[src/rtl/pwm_pkg.sv]
// Shared widths, midscale helper and saturation kinds for the requantising PWM block.
package pwm_pkg;
  localparam int DEF_IN_W   = 25;
  localparam int DEF_OUT_W  = 12;
  localparam int DEF_SHIFT  = 2;
  localparam int DEF_STAT_W = 16;

  typedef enum logic [1:0] {SAT_NONE, SAT_HI, SAT_LO} sat_kind_e;

  // Offset-binary code of signed zero for a w-bit duty word.
  function automatic logic [31:0] midscale(input int w);
    return 32'd1 << (w - 1);
  endfunction
endpackage

[src/rtl/pwm_gen.sv]
// Free-running PWM: period counter, shadow duty loaded at wrap, registered compare output.
module pwm_gen
  import pwm_pkg::*;
#(
  parameter int OUT_W = DEF_OUT_W
) (
  input  logic             clk,
  input  logic             rst_n,
  input  logic [OUT_W-1:0] i_duty,
  output logic             o_pwm
);
  localparam logic [OUT_W-1:0] CNT_MAX = '1;
  localparam logic [OUT_W-1:0] MID     = OUT_W'(midscale(OUT_W));

  logic [OUT_W-1:0] r_cnt;
  logic [OUT_W-1:0] r_duty_act;
  logic             r_pwm;

  // Shadow loads on the last count so a new duty starts exactly at cnt == 0.
  always_ff @(posedge clk or negedge rst_n) begin
    if (!rst_n) begin
      r_cnt      <= '0;
      r_duty_act <= MID;
      r_pwm      <= 1'b0;
    end else begin
      r_cnt <= r_cnt + 1'b1;
      r_pwm <= (r_cnt < r_duty_act);
      if (r_cnt == CNT_MAX) r_duty_act <= i_duty;
    end
  end

  assign o_pwm = r_pwm;
endmodule

[src/rtl/pwm_quant_gen.sv]
// Filter sample -> offset-binary duty requantiser with saturation flags, driving pwm_gen.
// Define QUANT_ROUND_EN for round-half-up; otherwise the window truncates (floor).
module pwm_quant_gen
  import pwm_pkg::*;
#(
  parameter int IN_W   = DEF_IN_W,
  parameter int OUT_W  = DEF_OUT_W,
  parameter int SHIFT  = DEF_SHIFT,
  parameter int STAT_W = DEF_STAT_W
) (
  input  logic              clk,
  input  logic              rst_n,
  input  logic              in_valid,
  input  logic [IN_W-1:0]   in_data,
  input  logic              clr_stat,
  output logic [OUT_W-1:0]  duty,
  output logic              duty_valid,
  output logic              sat_hi,
  output logic              sat_lo,
  output logic [STAT_W-1:0] sat_count,
  output logic              pwm_out
);
  localparam int               STAGES = 2;
  localparam int               WIN_HI = SHIFT + OUT_W - 1;
  localparam int               HI_W   = IN_W - WIN_HI + 1;
  localparam logic [OUT_W-1:0] MID    = OUT_W'(midscale(OUT_W));

  logic [STAGES:1]   r_vld_pipe;
  logic [IN_W:0]     w_ext;
  logic [IN_W:0]     r_s1;
  logic [HI_W-1:0]   w_hi;
  logic [OUT_W-1:0]  w_win;
  logic              w_sign;
  sat_kind_e         w_kind;
  logic              w_unused_lsb;
  logic [OUT_W-1:0]  r_duty;
  logic              r_sat_hi;
  logic              r_sat_lo;
  logic [STAT_W-1:0] r_sat_count;

  // One extra bit so the rounding add can never wrap.
`ifdef QUANT_ROUND_EN
  localparam logic [IN_W:0] RND = (IN_W+1)'(1) << (SHIFT - 1);
  assign w_ext = {in_data[IN_W-1], in_data} + RND;
`else
  assign w_ext = {in_data[IN_W-1], in_data};
`endif

  always_ff @(posedge clk or negedge rst_n) begin
    if (!rst_n) begin
      r_vld_pipe <= '0;
      r_s1       <= '0;
    end else begin
      r_vld_pipe <= {r_vld_pipe[STAGES-1:1], in_valid};
      if (in_valid) r_s1 <= w_ext;
    end
  end

  // In range only if everything from the window MSB upward is a copy of the sign.
  assign w_sign       = r_s1[IN_W];
  assign w_hi         = r_s1[IN_W:WIN_HI];
  assign w_win        = r_s1[WIN_HI:SHIFT];
  assign w_unused_lsb = ^r_s1[SHIFT-1:0];

  always_comb begin
    w_kind = SAT_NONE;
    if (w_hi != {HI_W{w_sign}}) w_kind = w_sign ? SAT_LO : SAT_HI;
  end

  always_ff @(posedge clk or negedge rst_n) begin
    if (!rst_n) begin
      r_duty   <= MID;
      r_sat_hi <= 1'b0;
      r_sat_lo <= 1'b0;
    end else begin
      r_sat_hi <= r_vld_pipe[1] && (w_kind == SAT_HI);
      r_sat_lo <= r_vld_pipe[1] && (w_kind == SAT_LO);
      if (r_vld_pipe[1]) begin
        unique case (w_kind)
          SAT_HI:  r_duty <= '1;
          SAT_LO:  r_duty <= '0;
          default: r_duty <= {~w_win[OUT_W-1], w_win[OUT_W-2:0]};
        endcase
      end
    end
  end

  always_ff @(posedge clk or negedge rst_n) begin
    if (!rst_n) begin
      r_sat_count <= '0;
    end else if (clr_stat) begin
      r_sat_count <= '0;
    end else if (r_vld_pipe[1] && (w_kind != SAT_NONE) && (r_sat_count != '1)) begin
      r_sat_count <= r_sat_count + 1'b1;
    end
  end

  pwm_gen #(.OUT_W(OUT_W)) u_pwm (
    .clk    (clk),
    .rst_n  (rst_n),
    .i_duty (r_duty),
    .o_pwm  (pwm_out)
  );

  assign duty       = r_duty;
  assign duty_valid = r_vld_pipe[STAGES];
  assign sat_hi     = r_sat_hi;
  assign sat_lo     = r_sat_lo;
  assign sat_count  = r_sat_count;
endmodule
[config.mk]
export PLATFORM = sky130hd
export DESIGN_NAME = pwm_quant_gen
export DESIGN_NICKNAME = d
export VERILOG_FILES = /design/src/rtl/pwm_pkg.sv /design/src/rtl/pwm_gen.sv /design/src/rtl/pwm_quant_gen.sv
export SDC_FILE = /design/constraint.sdc
export NUM_CORES = 1
export LEC_CHECK = 0
export BUFFER_PORTS_ARGS = -buffer_cell sky130_fd_sc_hd__buf_2
export CAP_MARGIN = 20
export CORE_ASPECT_RATIO = 1.1
export CORE_MARGIN = 3
export CORE_UTILIZATION = 40
export DETAILED_ROUTE_END_ITERATION = 8
export MAX_ROUTING_LAYER = met4
export SLEW_MARGIN = 40
export SYNTH_ARGS = -nofsm -noshare
export SYNTH_HDL_FRONTEND = slang
export SYNTH_SLANG_ARGS = --single-unit
[constraint.sdc]
create_clock -name clk -period 3.1 [get_ports clk]
set_clock_uncertainty 0.2 [all_clocks]
set_input_delay 0.31 -clock clk [delete_from_list [all_inputs] [get_ports clk]]
set_output_delay 0.31 -clock clk [all_outputs]
set_load 0.02 [all_outputs]
==> results of run 1 <==
## layer usage
| layer | GRT usage (%) | routed length (um) | vias to the layer above |
|---|---|---|---|
| li1 | - | - | 1338 |
| met1 | 18.76 | 3402 | 1286 |
| met2 | 24.66 | 3599 | 36 |
| met3 | 2.407 | 177 | 7 |
| met4 | 5.638 | 87 | 0 |
| met5 | - | 0 | - |
## cell type report
type | instances | area share, %
Sequential cell | 80 | 44.05
Multi-Input combinational cell | 225 | 35.00
Timing Repair Buffer | 87 | 12.62
Tap cell | 114 | 3.134
Clock buffer | 10 | 3.024
Clock inverter | 6 | 1.100
Inverter | 13 | 1.072
## cells by family after synthesis
group	share of synthesized area (%)
AOI/OAI and AO/OA	6.481
xor gates and xnor gates	2.351
adders and majority gates	4.365
buffers and inverters	3.459
DFF	53.79
muxes	13.50
and+or+nand+nor	16.05
## stage by stage
stage                     setup WS (ps)  area (um2)  power, mW
after floorplan                   797.9        3726      1.260
after global placement            727.4        4119      1.342
after detailed placement          695.3        4123      1.347
after CTS                         664.0        4551      2.097
after global routing              521.0        4551      2.170
final                             683.4        4551      2.064
## where the power goes
group / switching, mW / total (mW) / internal, mW / leakage, nW
Clock: 0.397 / 0.718 / 0.321 / 0.0895
Combinational: 0.113 / 0.209 / 0.0961 / 1.03
Sequential: 0.0393 / 1.14 / 1.10 / 1.00
## registers in the layout, summed over array words and instances (netlist names)
register,flops
r_vld_pipe,2
sat_hi,1
u_pwm.o_pwm,1
sat_count,16
sat_lo,1
r_s1,23
u_pwm.r_cnt,12
u_pwm.r_duty_act,12
duty,12
## path summary, 6_finish.rpt
kind	cells past startpoint	slack [ps]	from	endpoint
hold reg to reg	1	300	r_s1[24]	sat_hi
min in group asynchronous	2	360	rst_n	u_pwm.r_cnt[0]
max in group asynchronous	2	1830	rst_n	duty[9]
setup reg to reg	5	680	r_s1[20]	sat_count[14]
setup / recovery	5	680	r_s1[20]	sat_count[14]
hold / removal	1	160	in_valid	r_vld_pipe[1]
## cell usage in the layout (no fill, tap or decap), types with 11 or more instances in the layout
cell type / Yosys / layout
dfrtp_1: 78 / 78
a21oi_1: 17 / 17
mux2i_1: 12 / 12
nand2_1: 24 / 24
inv_1: 13 / 13
buf_2: 4 / 57
o21ai_0: 13 / 13
nor2_1: 29 / 29
ha_1: 13 / 13
nor2b_1: 11 / 11
mux2_2: 34 / 34
dlygate4sd3_1: 0 / 24
## critical path: stages (launching register included)
cell and delay, ps:
dfrtp_1 410, nand4_1 110, nor3_1 70, nand3b_1 580
nor4b_1 550, mux2_2 380
## timing repair
action,4_1_cts,5_1_grt
hold buffers,24,0
gates resized for setup,0,0
endpoints found under the setup margin,0,0
endpoints found under the hold margin,101,0
==> impl_metrics.csv, run 1 <==
group,metric,value,unit
run_status,status,"complete, no violations",
worst_setup_path,critPathKind,"flop to flop",
sta,tns,0,ps
logic_synthesis,syn_area,3726,um2
logic_synthesis,synth.most_common_cell,"dfrtp_1",
grt,grt-ovfl-total,0,
placed_design,dp.final_hpwl,4864,um
placed_design,io_buffers,58,
drt,routed_wl,7266,um
clock_tree,clock-root-buffer,"clkbuf_8",
sta,whs,158.2,ps
grt,grt_max_degree,81,
drt,ant_nets,0,
die,die_x,98.03,um
logic_synthesis,synth_top_cell_by_area,"dfrtp_1",
die,core_area,8964,um2
run,cap_violations,0,
placed_design,placed_cells_incl_taps,495,
placed_design,gp_congestion,0.7390,
logic_synthesis,yosys-top-cells-count,"dfrtp_1 (78), mux2_2 (34), nor2_1 (29), nand2_1 (24), a21oi_1 (17)",
sta,rsz0062_at_grt,"no",
grt,antenna_found_initial,0,
drt,drc_errors,0,
sta,setup_viol,0,
power,p_leak,2.121,nW
drt,vias,2667,
final_layout,drive_above_1_share,28.03,%
sta,fin_crit_sh,77.96,%
worst_setup_path,cp_max_fo,20,
drt,first_pass_iters,4,
clock_tree,cts_tree,"built",
logic_synthesis,syn_inst,336,
logic_synthesis,synth_top_area_share,52.38,%
sta,max_freq,413.8,MHz
worst_setup_path,worst-endpoint-arrival,2440,ps
clock_tree,clock_latency,350,ps
clock_tree,htree_levels,3,
logic_synthesis,synth-seq-cells,80,
worst_setup_path,worst_setup_path_end_kind,"flop",
final_layout,multi_input_area,1593,um2
sta,worstMarginPinSlew,732.6,ps
logic_synthesis,syn_avg_cell_area,11.09,um2
logic_synthesis,yosys_most_used_dff,"dfrtp_1",
logic_synthesis,syn_nets,378,
clock_tree,cts_setup_buffers,0,
power,power.density,453.5,nW/um2
worst_hold_path,min_path_type,"primary input to flop",
sta,maxSlewViolCount,0,
worst_setup_path,startpoint_type,"flop",
logic_synthesis,synth-edff-count,0,
logic_synthesis,yosysWarnings,0,
die,io_pins,61,
final_layout,fillers,820,
die,placementRows,36,
grt,grt_pass1_wl,12520,um
final_layout,areaGrowthSynthToFinish,22.13,%
sta,hold_viol,0,
logic_synthesis,async_reset_ff_share,100.0,%
clock_tree,numClockSinks,80,
logic_synthesis,synth.distinct_cells,34,
power,vdd_drop_max,0.2160,mV
worst_setup_path,crit_required,3130,ps
final_layout,final_nets,458,
final_layout,fin_cells,535,
drt,via_per_inst,4.985,
final_layout,utilization,50.77,%
final_layout,regArea,2004,um2
sta,slew_headroom,51.01,%
grt,track_usage,15.00,%
die,die_height,107.2,um
grt,grt_pass1_vias,2651,
clock_tree,clockBufferDepth,2,
clock_tree,cts_buffers,9,
die,start_util,41.57,%
logic_synthesis,synthTopCellsByArea,"dfrtp_1 (52%), mux2_2 (10%), ha_1 (4.4%)",
sta,min_period,2417,ps
clock_tree,path_clk_slew,90,ps
logic_synthesis,ys_seq_area_share,53.79,%
final_layout,n_antenna_cell,0,
drt,drt-initial-drc-count,92,
die,dieArea,10510,um2
drt,wl_per_cell,13.58,um
No activity file was read; power rests on OpenSTA's default activity.
==> run 2, diff against run 1 <==
==> constraint.sdc (replaced) <==
create_clock -name clk -period 2 [get_ports clk]
set_clock_uncertainty 0.2 [all_clocks]
set_input_delay 0.2 -clock clk [delete_from_list [all_inputs] [get_ports clk]]
set_output_delay 0.2 -clock clk [all_outputs]
set_load 0.02 [all_outputs]
==> run 2 against run 1 <==
Effect of this change:
- the run now ends with negative setup slack left
- cell area is 7.8% higher
- worst setup slack worse by 730 ps
- utilization is 4.0 points higher
- critical endpoint is now sat_count[15]
==> impl_metrics.csv, run 2 (synthesis results as in run 1) <==
group,metric,value,unit
grt,track_usage,16.33,%
grt,grt-ovfl-total,0,
placed_design,io_buffers,58,
die,core_area,8964,um2
final_layout,final_nets,473,
clock_tree,path_clk_slew,90,ps
clock_tree,clockBufferDepth,2,
sta,maxSlewViolCount,0,
clock_tree,clock-root-buffer,"clkbuf_8",
power,p_leak,2.241,nW
sta,setup_viol,5,
drt,drt-initial-drc-count,94,
worst_hold_path,min_path_type,"primary input to flop",
worst_setup_path,r2r_cells,6,
worst_hold_path,holdPathStages,1,
placed_design,preCtsSetupSlack,-131.1,ps
die,start_util,41.57,%
final_layout,areaGrowthSynthToFinish,31.67,%
worst_setup_path,critPathKind,"flop to flop",
final_layout,drive_above_1_share,34.63,%
final_layout,layout_commonest_cell,"dfrtp_1",
drt,wl_per_cell,14.14,um
run_status,status,"complete, but fails checks",
final_layout,utilization,54.73,%
die,io_pins,61,
power,p_total,3.556,mW
power,vdd_drop_max,0.5388,mV
sta,hold_viol,0,
clock_tree,cts_tree,"built",
run,cap_violations,0,
final_layout,top_register,"r_s1",
final_layout,finish.instance_area,4906,um2
final_layout,largest_reg_flops,23,
sta,worst_slack,-42.30,ps
placed_design,dp.final_hpwl,5243,um
grt,grt_pass1_wl,13490,um
worst_setup_path,worst_setup_path_end_kind,"flop",
sta,min_period,2042,ps
drt,vias,2809,
power,power.density,724.9,nW/um2
clock_tree,htree_levels,3,
die,dieArea,10510,um2
sta,fin_crit_sh,102.1,%
sta,worstMarginPinSlew,535.5,ps
grt,grt_max_degree,40,
clock_tree,clock_latency,350,ps
sta,tns,-129.5,ps
drt,via_per_inst,5.107,
die,placementRows,36,
final_layout,fillers,793,
grt,antenna_found_initial,0,
clock_tree,numClockSinks,80,
clock_tree,cts_buffers,9,
sta,max_freq,489.6,MHz
worst_setup_path,crit_required,2030,ps
drt,routed_wl,7779,um
sta,rsz0062_at_grt,"yes",
worst_setup_path,worst-endpoint-arrival,2070,ps
drt,first_pass_iters,7,
sta,slew_headroom,64.30,%
die,die_x,98.03,um
final_layout,layout_common_cells,"dfrtp_1 (76), buf_2 (57), mux2_2 (31), nor2_1 (28)",
placed_design,gp_congestion,0.6987,
worst_setup_path,startpoint_type,"flop",
worst_setup_path,cp_max_fo,5,
die,die_height,107.2,um
clock_tree,cts_setup_buffers,0,
final_layout,n_antenna_cell,0,
drt,ant_nets,0,
placed_design,placed_area,4290,um2
drt,drc_errors,0,
run_status,violations,"negative setup slack",
grt,grt_pass1_vias,2850,
## run 2: cell count changes in the layout (fill, tap and decap cells not counted), sizes merged
cell,delta
buf,+13
bufinv,+3
and3,+2
clkinv,-2
clkinvlp,-1
## run 2: worst paths after layout
check	start	endpoint	slack, ps
max in group asynchronous	rst_n	duty[11]	870
setup / recovery	sat_count[1]	sat_count[15]	-40
hold / removal	in_valid	r_vld_pipe[1]	50
hold reg to reg	r_s1[24]	sat_hi	290
setup reg to reg	sat_count[1]	sat_count[15]	-40
min in group asynchronous	rst_n	sat_count[10]	130
## run 2: repair_timing
| item | in CTS | in global routing |
|---|---|---|
| resized for setup | 11 | 11 |
| endpoints found under the setup margin | 12 | 14 |
| hold buffers | 24 | 0 |
| hold endpoints to repair | 102 | 0 |
| pin swaps | 4 | 3 |
| cloned | 2 | 0 |
## run 2: metrics by stage
step | hold WS, ps | instances
after floorplan | -295.6 | 336
after global placement | -23.71 | 508
after detailed placement | -26.39 | 508
after CTS | 40.67 | 550
after global routing | 57.28 | 550
final | 54.09 | 550
## run 2: area by class of cell
cell class,count,area [um2],share of cell area [%]
clock buffers,10,127.6,2.601
clock inverters,6,115.1,2.346
inverters,13,48.80,0.9946
multi-input cells,227,1768,36.04
flip-flops and latches,80,2007,40.91
well taps,114,142.6,2.907
repair buffers,100,696.9,14.21
## run 2: critical path: stages (launching register included)
cell,delay [ps]
dfrtp_2,430
ha_4,160
and4_4,140
and3_4,180
and3_4,210
nor4b_4,270
mux2_4,320
## run 2: report_power, final
part | total (mW) | internal (mW) | leakage (nW) | switching, mW
clock | 1.45 | 0.839 | 0.117 | 0.611
sequential | 1.76 | 1.70 | 0.998 | 0.0596
combinational | 0.346 | 0.161 | 1.13 | 0.185
## run 2: metal layers
layer  vias to the layer above  routed length (um)  track usage [%]
li1                       1370                   -                -
met1                      1381                3592            20.49
met2                        45                3775            26.17
met3                        13                 238            3.709
met4                         0                 172            5.737
met5                         -                   0                -
==> run 3, diff against run 2 <==
--- a/config.mk
+++ b/config.mk
@@ -9,9 +9,10 @@
 export CAP_MARGIN = 20
 export CORE_ASPECT_RATIO = 1.1
 export CORE_MARGIN = 3
-export CORE_UTILIZATION = 40
+export CORE_UTILIZATION = 51
 export DETAILED_ROUTE_END_ITERATION = 8
 export MAX_ROUTING_LAYER = met4
+export PLACE_DENSITY = 0.76
 export SLEW_MARGIN = 40
 export SYNTH_ARGS = -nofsm -noshare
 export SYNTH_HDL_FRONTEND = slang
==> run 3 against run 2 <==
Effect of this change:
- the run still ends with negative setup slack left
- worst setup slack worse by 60 ps
- sequential share of layout area is 0.29 points higher
- non-clock buffer count is 2 higher
- critical path depth is 1 higher
- sequential cell count stayed put
- die area is 20% lower
- utilization is 14 points higher
- register-to-register slack worse by 60 ps
- largest power group unchanged
- highest routed layer unchanged
==> impl_metrics.csv, run 3 (synthesis results as in run 1) <==
group,metric,value,unit
final_layout,regArea,2007,um2
die,core_area,7047,um2
power,vdd_drop_max,0.6163,mV
sta,max_freq,475.7,MHz
final_layout,n_antenna_cell,0,
drt,wl_per_cell,15.11,um
worst_setup_path,r2r_start,"sat_count[0]",
final_layout,largest_reg_flops,23,
drt,ant_nets,0,
run_status,violations,"negative setup slack",
worst_setup_path,cp_cell_sequence,"ha_4 -> and4_4 -> and3_4 -> and3_4 -> buf_4 -> or4_4 -> a21oi_2",
die,dieArea,8368,um2
grt,grt-ovfl-total,0,
sta,fin_crit_sh,105.1,%
clock_tree,clock_latency,340,ps
clock_tree,clockBufferDepth,2,
grt,grt_pass1_wl,12620,um
worst_hold_path,holdPathStages,1,
drt,drt-initial-drc-count,159,
worst_setup_path,slowest_stage,"dfrtp_2",
sta,rsz0062_at_grt,"yes",
grt,grt_pass1_vias,2784,
worst_setup_path,crit_top_cell,"and3_4",
worst_setup_path,cp_max_fo,5,
clock_tree,cts_tree,"built",
worst_hold_path,whs_endpoint,"r_vld_pipe[1]",
worst_setup_path,startpoint_type,"flop",
clock_tree,htree_levels,3,
clock_tree,cts_buffers,9,
drt,vias,2872,
placed_design,placed_area,4249,um2
drt,drc_errors,0,
worst_setup_path,r2r_cells,7,
drt,via_per_inst,5.491,
grt,grt_max_degree,50,
final_layout,fillers,496,
placed_design,dp.final_hpwl,5002,um
final_layout,areaGrowthSynthToFinish,30.73,%
die,placementRows,32,
sta,slew_headroom,53.46,%
worst_setup_path,timing.rr.end,"sat_count[4]",
run_status,status,"complete, but fails checks",
final_layout,finish.instance_area,4871,um2
worst_setup_path,worst_setup_path_end_kind,"flop",
die,start_util,52.88,%
worst_setup_path,cp_slowest_stage_delay,430,ps
final_layout,top_register,"r_s1",
final_layout,final_nets,475,
final_layout,drive_above_1_share,36.53,%
worst_setup_path,r2r_slack,-100,ps
worst_setup_path,critPathKind,"flop to flop",
sta,maxSlewViolCount,0,
die,io_pins,61,
worst_setup_path,cp.depth,7,
die,die_x,87.50,um
clock_tree,path_clk_slew,80,ps
grt,antenna_found_initial,0,
final_layout,layout_commonest_cell,"dfrtp_1",
worst_setup_path,critPathTopFamily,"simple AND/OR/NAND/NOR gates",
clock_tree,clock-root-buffer,"clkbuf_8",
sta,worst_slack,-102.3,ps
grt,track_usage,19.74,%
power,p_leak,2.237,nW
sta,min_period,2102,ps
run,cap_violations,0,
worst_hold_path,min_from,"in_valid",
sta,worstMarginPinSlew,695.0,ps
placed_design,io_buffers,58,
clock_tree,numClockSinks,80,
worst_setup_path,worst-endpoint-arrival,2170,ps
die,die_height,95.65,um
sta,hold_viol,0,
worst_setup_path,crit_required,2070,ps
drt,routed_wl,7903,um
final_layout,multi_input_area,1779,um2
placed_design,gp_congestion,0.8144,
worst_setup_path,critPathBufInv,1,
drt,first_pass_iters,5,
worst_hold_path,min_path_type,"primary input to flop",
sta,whs,44.45,ps
power,power.density,657.7,nW/um2
final_layout,layout_common_cells,"dfrtp_1 (76), buf_2 (57), mux2_2 (31), nor2_1 (29)",
sta,setup_viol,10,
## run 3: worst max path at each step
| stage | to | from |
|---|---|---|
| after floorplan | sat_count[15] | sat_count[1] |
| after global placement | duty[1] | r_s1[18] |
| after detailed placement | sat_count[9] | sat_count[0] |
| after CTS | sat_count[15] | sat_count[0] |
| after global routing | sat_count[4] | sat_count[0] |
| final | sat_count[4] | sat_count[0] |
## run 3: area by class of cell
cell class                      count  share of cell area, %
Inverter                           13                  1.002
Timing Repair Buffer              102                  15.41
Multi-Input combinational cell    227                  36.53
Clock inverter                      7                  1.130
Clock buffer                        9                  2.543
Tap cell                           85                  2.183
Sequential cell                    80                  41.20
## run 3: worst reg2reg max path: cells and delay by family (launching register included)
kind,cells,cell delay (ps)
flops,1,430
simple gates,4,950
compound gates,1,140
fa+ha+maj,1,170
buf+inv,1,140
## run 3: metal layers
metal	track usage [%]	part of all wire, %
met1	23.75	42
met2	32.85	52
met3	2.766	3.4
met4	9.079	2.1
met5	-	0
## run 3: timing repair
item | CTS | global route
gates cloned | 2 | 2
buffers inserted | 1 | 1
endpoints found under the setup margin | 12 | 17
hold endpoints to repair | 101 | 0
pin swaps | 3 | 6
hold buffers | 24 | 0
gates resized for setup | 7 | 19
## run 3: through the flow
step                instances  setup TNS (ps)  power (mW)  setup slack (ps)  utilization, %
floorplan                 336           -1534       1.957            -167.9               -
global placement          478           -1799       2.091            -131.4           60.26
detailed placement        478          -697.5       2.102            -100.7           60.30
CTS                       521          -686.5       3.208            -89.94           67.15
global route              523           -1177       3.346            -155.8           69.12
finish                    523          -419.7       3.204            -102.3           69.12
## run 3: power by group
part           leakage, nW  internal (mW)  switching (mW)
Clock               0.0866          0.464           0.613
Sequential           0.998           1.70          0.0606
Combinational         1.15          0.175           0.190
